File: src/rtl/ips2l_pcie_dma_pkg.sv
// Shared definitions for the PCIe DMA MRd request scheduler: FSM encoding,
// 4 KB boundary constants and the per-chunk length helper.
package ips2l_pcie_dma_pkg;

  typedef enum logic [1:0] {
    ST_IDLE = 2'd0,
    ST_CALC = 2'd1,
    ST_REQ  = 2'd2,
    ST_REL  = 2'd3
  } sched_state_e;

  localparam logic [10:0] BND_DW   = 11'd1024;
  localparam int          DW_SHIFT = 2;

  // Chunk never crosses a 4 KB page; dw_to_bnd is 1..1024 and rem_len <= 1023,
  // so the result always fits in 10 bits.
  function automatic logic [9:0] chunk_len(input logic [9:0] rem_len,
                                           input logic [9:0] page_dw);
    logic [10:0] dw_to_bnd;
    dw_to_bnd = BND_DW - {1'b0, page_dw};
    chunk_len = ({1'b0, rem_len} < dw_to_bnd) ? rem_len : dw_to_bnd[9:0];
  endfunction

endpackage

File: src/rtl/ips2l_pcie_dma_rr_arb.sv
// Combinational round-robin search: first asserted request at or after ptr,
// wrapping from NUM_CH-1 back to 0.
module ips2l_pcie_dma_rr_arb #(
  parameter int NUM_CH = 4,
  parameter int CH_W   = 2
) (
  input  logic [NUM_CH-1:0] req,
  input  logic [CH_W-1:0]   ptr,
  output logic [CH_W-1:0]   grant,
  output logic              valid
);

  logic [CH_W-1:0] idx;

  always_comb begin
    // NOTE: every output of a combinational block gets a default first so no latch is inferred.
    grant = '0;
    valid = 1'b0;
    idx   = '0;
    // Scan farthest offset first so the nearest requester is the last writer.
    for (int i = NUM_CH - 1; i >= 0; i--) begin
      idx = CH_W'((int'(ptr) + i) % NUM_CH);
      if (req[idx]) begin
        grant = idx;
        valid = 1'b1;
      end
    end
  end

endmodule

File: src/rtl/ips2l_pcie_dma_mrd_req_sched.sv
// Round-robin MRd request scheduler: grants one DMA read channel at a time,
// splits its request at 4 KB boundaries and drives the MRd32/MRd64 req/ack pair.
module ips2l_pcie_dma_mrd_req_sched
  import ips2l_pcie_dma_pkg::*;
#(
  parameter int NUM_CH = 4,
  parameter int CH_W   = 2
) (
  input  logic                 clk,
  input  logic                 rst,
  input  logic [NUM_CH-1:0]    i_ch_req,
  input  logic [NUM_CH*64-1:0] i_ch_addr,
  input  logic [NUM_CH*10-1:0] i_ch_length,
  output logic [NUM_CH-1:0]    o_ch_done,
  input  logic                 i_tag_full,
  output logic                 o_mrd32_req,
  input  logic                 i_mrd32_req_ack,
  output logic                 o_mrd64_req,
  input  logic                 i_mrd64_req_ack,
  output logic [9:0]           o_req_length,
  output logic [63:0]          o_req_addr,
  output logic [CH_W-1:0]      o_grant_ch,
  output logic                 o_active
);

  sched_state_e    state, state_nxt;
  logic [63:0]     cur_addr;
  logic [9:0]      rem_len;
  logic [CH_W-1:0] rr_ptr;
  logic [CH_W-1:0] arb_grant;
  logic            arb_valid;
  logic [CH_W-1:0] next_ptr;
  logic            req_is64;
  logic            ack_sel;
  logic            last_chunk;
  logic [9:0]      chunk;
  logic [NUM_CH-1:0] grant_onehot;

  logic [63:0] ch_addr [NUM_CH];
  logic [9:0]  ch_len  [NUM_CH];

  for (genvar c = 0; c < NUM_CH; c++) begin : g_unpack
    assign ch_addr[c] = i_ch_addr[c*64 +: 64];
    assign ch_len[c]  = i_ch_length[c*10 +: 10];
  end

  ips2l_pcie_dma_rr_arb #(
    .NUM_CH (NUM_CH),
    .CH_W   (CH_W)
  ) u_rr_arb (
    .req   (i_ch_req),
    .ptr   (rr_ptr),
    .grant (arb_grant),
    .valid (arb_valid)
  );

  // The ack to watch in REQ/REL follows the request type issued from CALC.
  assign ack_sel      = req_is64 ? i_mrd64_req_ack : i_mrd32_req_ack;
  assign last_chunk   = (rem_len == o_req_length);
  assign chunk        = chunk_len(rem_len, cur_addr[11:2]);
  assign next_ptr     = (o_grant_ch == CH_W'(NUM_CH - 1)) ? '0 : o_grant_ch + CH_W'(1);
  assign grant_onehot = NUM_CH'(1) << o_grant_ch;
  assign o_active     = (state != ST_IDLE);

  always_ff @(posedge clk) begin
    // NOTE: sequential state uses non-blocking assignments so all flops update together.
    if (rst) state <= ST_IDLE;
    else     state <= state_nxt;
  end

  always_comb begin
    state_nxt = state;
    case (state)
      ST_IDLE: if (arb_valid) state_nxt = ST_CALC;
      ST_CALC: begin
        if (rem_len == '0)    state_nxt = ST_IDLE;
        else if (!i_tag_full) state_nxt = ST_REQ;
      end
      ST_REQ:  if (ack_sel) state_nxt = ST_REL;
      ST_REL:  if (!ack_sel) state_nxt = last_chunk ? ST_IDLE : ST_CALC;
      default: state_nxt = ST_IDLE;
    endcase
  end

  always_ff @(posedge clk) begin
    if (rst) begin
      cur_addr     <= '0;
      rem_len      <= '0;
      rr_ptr       <= '0;
      o_grant_ch   <= '0;
      o_req_length <= '0;
      o_req_addr   <= '0;
      o_mrd32_req  <= 1'b0;
      o_mrd64_req  <= 1'b0;
      req_is64     <= 1'b0;
      o_ch_done    <= '0;
    end else begin
      o_ch_done <= '0;
      case (state)
        ST_IDLE: begin
          if (arb_valid) begin
            o_grant_ch <= arb_grant;
            cur_addr   <= ch_addr[arb_grant] & ~64'h3;
            rem_len    <= ch_len[arb_grant];
          end
        end
        ST_CALC: begin
          o_req_length <= chunk;
          o_req_addr   <= cur_addr;
          if (rem_len == '0) begin
            o_ch_done <= grant_onehot;
            rr_ptr    <= next_ptr;
          end else if (!i_tag_full) begin
            req_is64    <= |cur_addr[63:32];
            o_mrd64_req <= |cur_addr[63:32];
            o_mrd32_req <= ~|cur_addr[63:32];
          end
        end
        ST_REQ: begin
          if (ack_sel) begin
            o_mrd32_req <= 1'b0;
            o_mrd64_req <= 1'b0;
          end
        end
        ST_REL: begin
          // Counters advance only once the controller has released the ack.
          if (!ack_sel) begin
            rem_len  <= rem_len - o_req_length;
            cur_addr <= cur_addr + (64'(o_req_length) << DW_SHIFT);
            if (last_chunk) begin
              o_ch_done <= grant_onehot;
              rr_ptr    <= next_ptr;
            end
          end
        end
        default: ;
      endcase
    end
  end

endmodule

File: config.mk
export PLATFORM = sky130hd
export DESIGN_NAME = ips2l_pcie_dma_mrd_req_sched
export DESIGN_NICKNAME = d
export VERILOG_FILES = /design/src/rtl/ips2l_pcie_dma_pkg.sv /design/src/rtl/ips2l_pcie_dma_rr_arb.sv /design/src/rtl/ips2l_pcie_dma_mrd_req_sched.sv
export SDC_FILE = /design/constraint.sdc
export NUM_CORES = 1
export LEC_CHECK = 0
export ABC_AREA = 1
export ABC_CLOCK_PERIOD_IN_PS = 3000
export CAP_MARGIN = 20
export CORE_AREA = 2 2 250 129
export DETAILED_ROUTE_END_ITERATION = 8
export DIE_AREA = 0 0 252 131
export PLACE_DENSITY = 0.68
export SYNTH_ARGS = -nofsm -noshare
export SYNTH_HDL_FRONTEND = slang
export SYNTH_HIERARCHICAL = 1
export SYNTH_SLANG_ARGS = --single-unit
File: constraint.sdc
create_clock -name clk -period 3 [get_ports clk]
set_input_delay 0.75 -clock clk [delete_from_list [all_inputs] [get_ports clk]]
set_output_delay 0.75 -clock clk [all_outputs]
set_load 0.02 [all_outputs]
==> key figures <==
STA
  • Relative slew slack: 0.5330
  • Period utilization: 0.9425
  • Final setup violation count: 0
  • Worst hold slack: slightly below 0.5 ns
  • Setup tns final: 0 ns
  • Final setup skew: between 0.01 and 0.015 ns
  • RSZ-0062 raised after global routing: no
  • Final Hold Viols: 0
  • Worst-margin pin slew: 0.6952 ns
  • Fmax: ~350 MHz
  • Max Slew Vio Count: 0
  • Final min period: roughly 2.8 ns
  • Fin worst setup slack: roughly 0.17 ns

Synth
  • Avg Inst Size Synth: just over 6 sq um
  • Mapped Area: around 12000 sq um
  • Synthesis Warnings: 6
  • Mapped Cells: between 1500 and 2000
  • Synth Flop Type: dfxtp_1
  • Post-synthesis sequential area ratio: 0.2593
  • Netlist cell types: 50
  • Yosys reg bits: about 160
  • EDFF count, synth: 0
  • FFs w/ async S/R, synth: 0

Worst setup path
  • Critical path's most frequent cell: nand2_1
  • Slowest-stage cell, CP: clkdlybuf4s50_1
  • Buf/Inv on CP: 4
  • Cell family with most CP delay: simple AND/OR/NAND/NOR gates
  • Startpoint Class: primary input
  • Req. time, crit path: 3.38 ns
  • Critical Path AT: 3.21 ns
  • Slowest stage delay, CP: roughly 0.47 ns
  • Kind of critical path: primary input to flip-flop
  • Critical Path End Type: flip-flop
  • Crit path max fanout: 35
  • Crit-path cells: clkdlybuf4s50_1 -> inv_2 -> nand2_1 -> nand3_1 -> nand2_1 -> nand3_2 -> nand2_1 -> nand2_1 -> nand2_4 -> buf_12 -> buf_12 -> a21oi_1 -> a221o_1 -> nand2_1 -> a21oi_1 -> nor2_1

Final layout
  • Layout cells sized above 1: 0.08010
  • Final core occ: 0.5625
  • Area grow syn2layout: 43.71%
  • Final Cell Area: 17420 sq um
  • Layout fillers: approximately 3000
  • Nets@finish: approximately 2700
  • Non-Filler Instances: about 2800

Floorplanning
  • Core area: 30960 sq um
  • Starting Density: 0.3914
  • Die Ht: roughly 130 um
  • Num rows: 46
  • Io pins: 388
  • Die area: 33010 sq um
  • Chip width: roughly 250 um

Global routing
  • Vias in the first global route: ~14000
  • Global Route met3 Usage: 0.1284
  • Largest net degree at the start of global routing: 126
  • GR Layer Usage met2: 0.4695
  • Gr busiest metal: met1
  • Gr ovfl total: 0
  • Initial antenna violation count: 7
  • GRT Overall Usage: 0.3577
  • First-pass GRT wire length: 87730 um
  • GR Util met1: 0.5488

Route
  • Drt initial violations: ~1800
  • WL/cell: roughly 22 um
  • Drt total wl: roughly 60000 um
  • Vias: between 15000 and 20000
  • Residual DRC: 0
  • TritonRoute pass-1 iters: 6
  • Post-route ant nets: 0
  • Vias per inst: approximately 5.6

CTS
  • # hold bufs at CTS: 0
  • H-Tree Depth: 4
  • Clock-pin slew on the worst setup and hold paths: 0.07 ns
  • Clock Tree Root: clkbuf_16
  • TritonCTS buffer count: 17
  • # clock sinks: about 160
  • Max Root-Sink Buffers: 2
  • Worst skew pair latency: roughly 0.45 ns
  • Resized cells post-CTS: 0
  • Post-CTS setup repair buffer count: 0
  • CTS tree: built

Placement
  • Dpl cell area: about 17000 sq um
  • Dpl ws: -0.1670 ns
  • Port-buffer cells: ~380
  • Placer Congestion: around 1.1
  • Placed cell count: 2748
  • HPWL reported at the end of detailed placement: 49470 um

Pwr
  • Leakage: around 7.6 nW
  • Max VDD drop: 0.4491 mV
  • Power density cells: between 800 and 900 nW/um^2
  • Final Power: approximately 14 mW

Status
  • Status: finished, final reports clean

Min path
  • Worst hold path class: flip-flop to flip-flop

Job
  • Max Cap Viol: 0
-- cell families (layout without fill, tap and decap cells) --
| kind of cell | Yosys count | after routing | share of synthesized area |
|---|---|---|---|
| compound gates | 542 | 542 | 0.2556 |
| xor+xnor | 31 | 31 | 0.02240 |
| fa+ha+maj | 35 | 35 | 0.03737 |
| buf+inv | 318 | 703 | 0.1069 |
| flops | 157 | 157 | 0.2593 |
| other cells | 1 | 6 | 0.0003094 |
| simple gates | 902 | 902 | 0.3181 |
-- sequential cells by signal (all words and copies together), names as in the netlist --
name	flops
state	2
o_grant_ch	2
cur_addr	62
o_req_addr	62
req_is64	1
rem_len	10
o_req_length	10
o_mrd64_req	1
o_ch_done	4
rr_ptr	2
o_mrd32_req	1
-- worst min-delay path: cells and delay by family, from the launching register on --
family             cells  cell delay [ns]
DFF                    1             0.32
AOI/OAI and AO/OA      1             0.06
and+or+nand+nor        1             0.06
-- layout make-up --
cell class,count,area [sq um],share of cell area
well taps,408,510.5,0.02931
multi-input cells,1512,7715,0.4430
diodes,4,10.01,0.0005747
repair buffers,474,4752,0.2728
inverters,197,745.7,0.04282
clock inverters,15,115.1,0.006609
clock buffers,17,425.4,0.02443
flip-flops and latches,157,3143,0.1805
-- Yosys cell counts (3+ instances only) --
cell      instances  area, sq um
nand2_1         498         1869
a21oi_1         261         1306
inv_1           180        675.7
nor2_1          180        675.7
o21ai_0         173        865.8
dfxtp_1         157         3143
nand3_1         117        585.6
clkbuf_1         65        244.0
a221o_1          55        550.5
nand4_1          38        237.7
buf_2            35        175.2
ha_1             33        412.9
xor2_1           30        262.8
nand2_2          20        125.1
a31oi_1          16        100.1
nor3_1           16        80.08
inv_2            13        48.80
o22ai_1          12        75.07
buf_4             9        67.56
buf_1             7        26.28
nor4_1            7        43.79
nor2_2            5        31.28
a211oi_1          4        30.03
nand3_2           4        40.04
nand3b_1          4        30.03
clkbuf_2          3        15.01
nor3b_1           3        22.52
o211ai_1          3        22.52
o21ai_1           3        15.01
o21ai_2           3        26.28
-- layout by cell type (no fill, tap or decap), types with 4 or more instances in the layout --
cell type        count
nand3_2              4
o21ai_0            173
nand2_1            497
inv_6                5
xor2_1              30
nor3_1              16
a31oi_1             16
o22ai_1             12
nor2_2               4
a21oi_1            261
buf_4               77
clkdlybuf4s50_1    377
dfxtp_1            157
nand3b_1             4
nor2_1             180
clkinv_2             5
ha_1                33
diode_2              4
nand4_1             38
inv_1              178
inv_2               14
a211oi_1             4
nand3_1            116
nand2_2             19
clkbuf_16           17
a221o_1             55
nor4_1               7
buf_12              20
-- per-layer routing --
layer	share of wire	routed length (um)
met5	0.00068	41
met4	0.0074	446
met3	0.14	8362
met2	0.38	22810
met1	0.48	28830
-- path summary, 6_finish.rpt --
kind               startpoint               to  slack (ns)  cells after the start
hold / removal    o_mrd32_req      o_mrd32_req        0.48                      2
setup / recovery  i_ch_req[3]     cur_addr[33]        0.17                     16
hold reg to reg   o_mrd32_req      o_mrd32_req        0.48                      2
setup reg to reg  cur_addr[2]  o_req_length[9]        0.30                     15
-- power by group --
group / leakage (nW) / switching [mW] / internal [mW]
clock: 0.263 / 1.01 / 1.07
sequential: 1.30 / 0.810 / 2.65
combinational: 6.04 / 5.08 / 3.34
(Power assumes the default switching activity.)
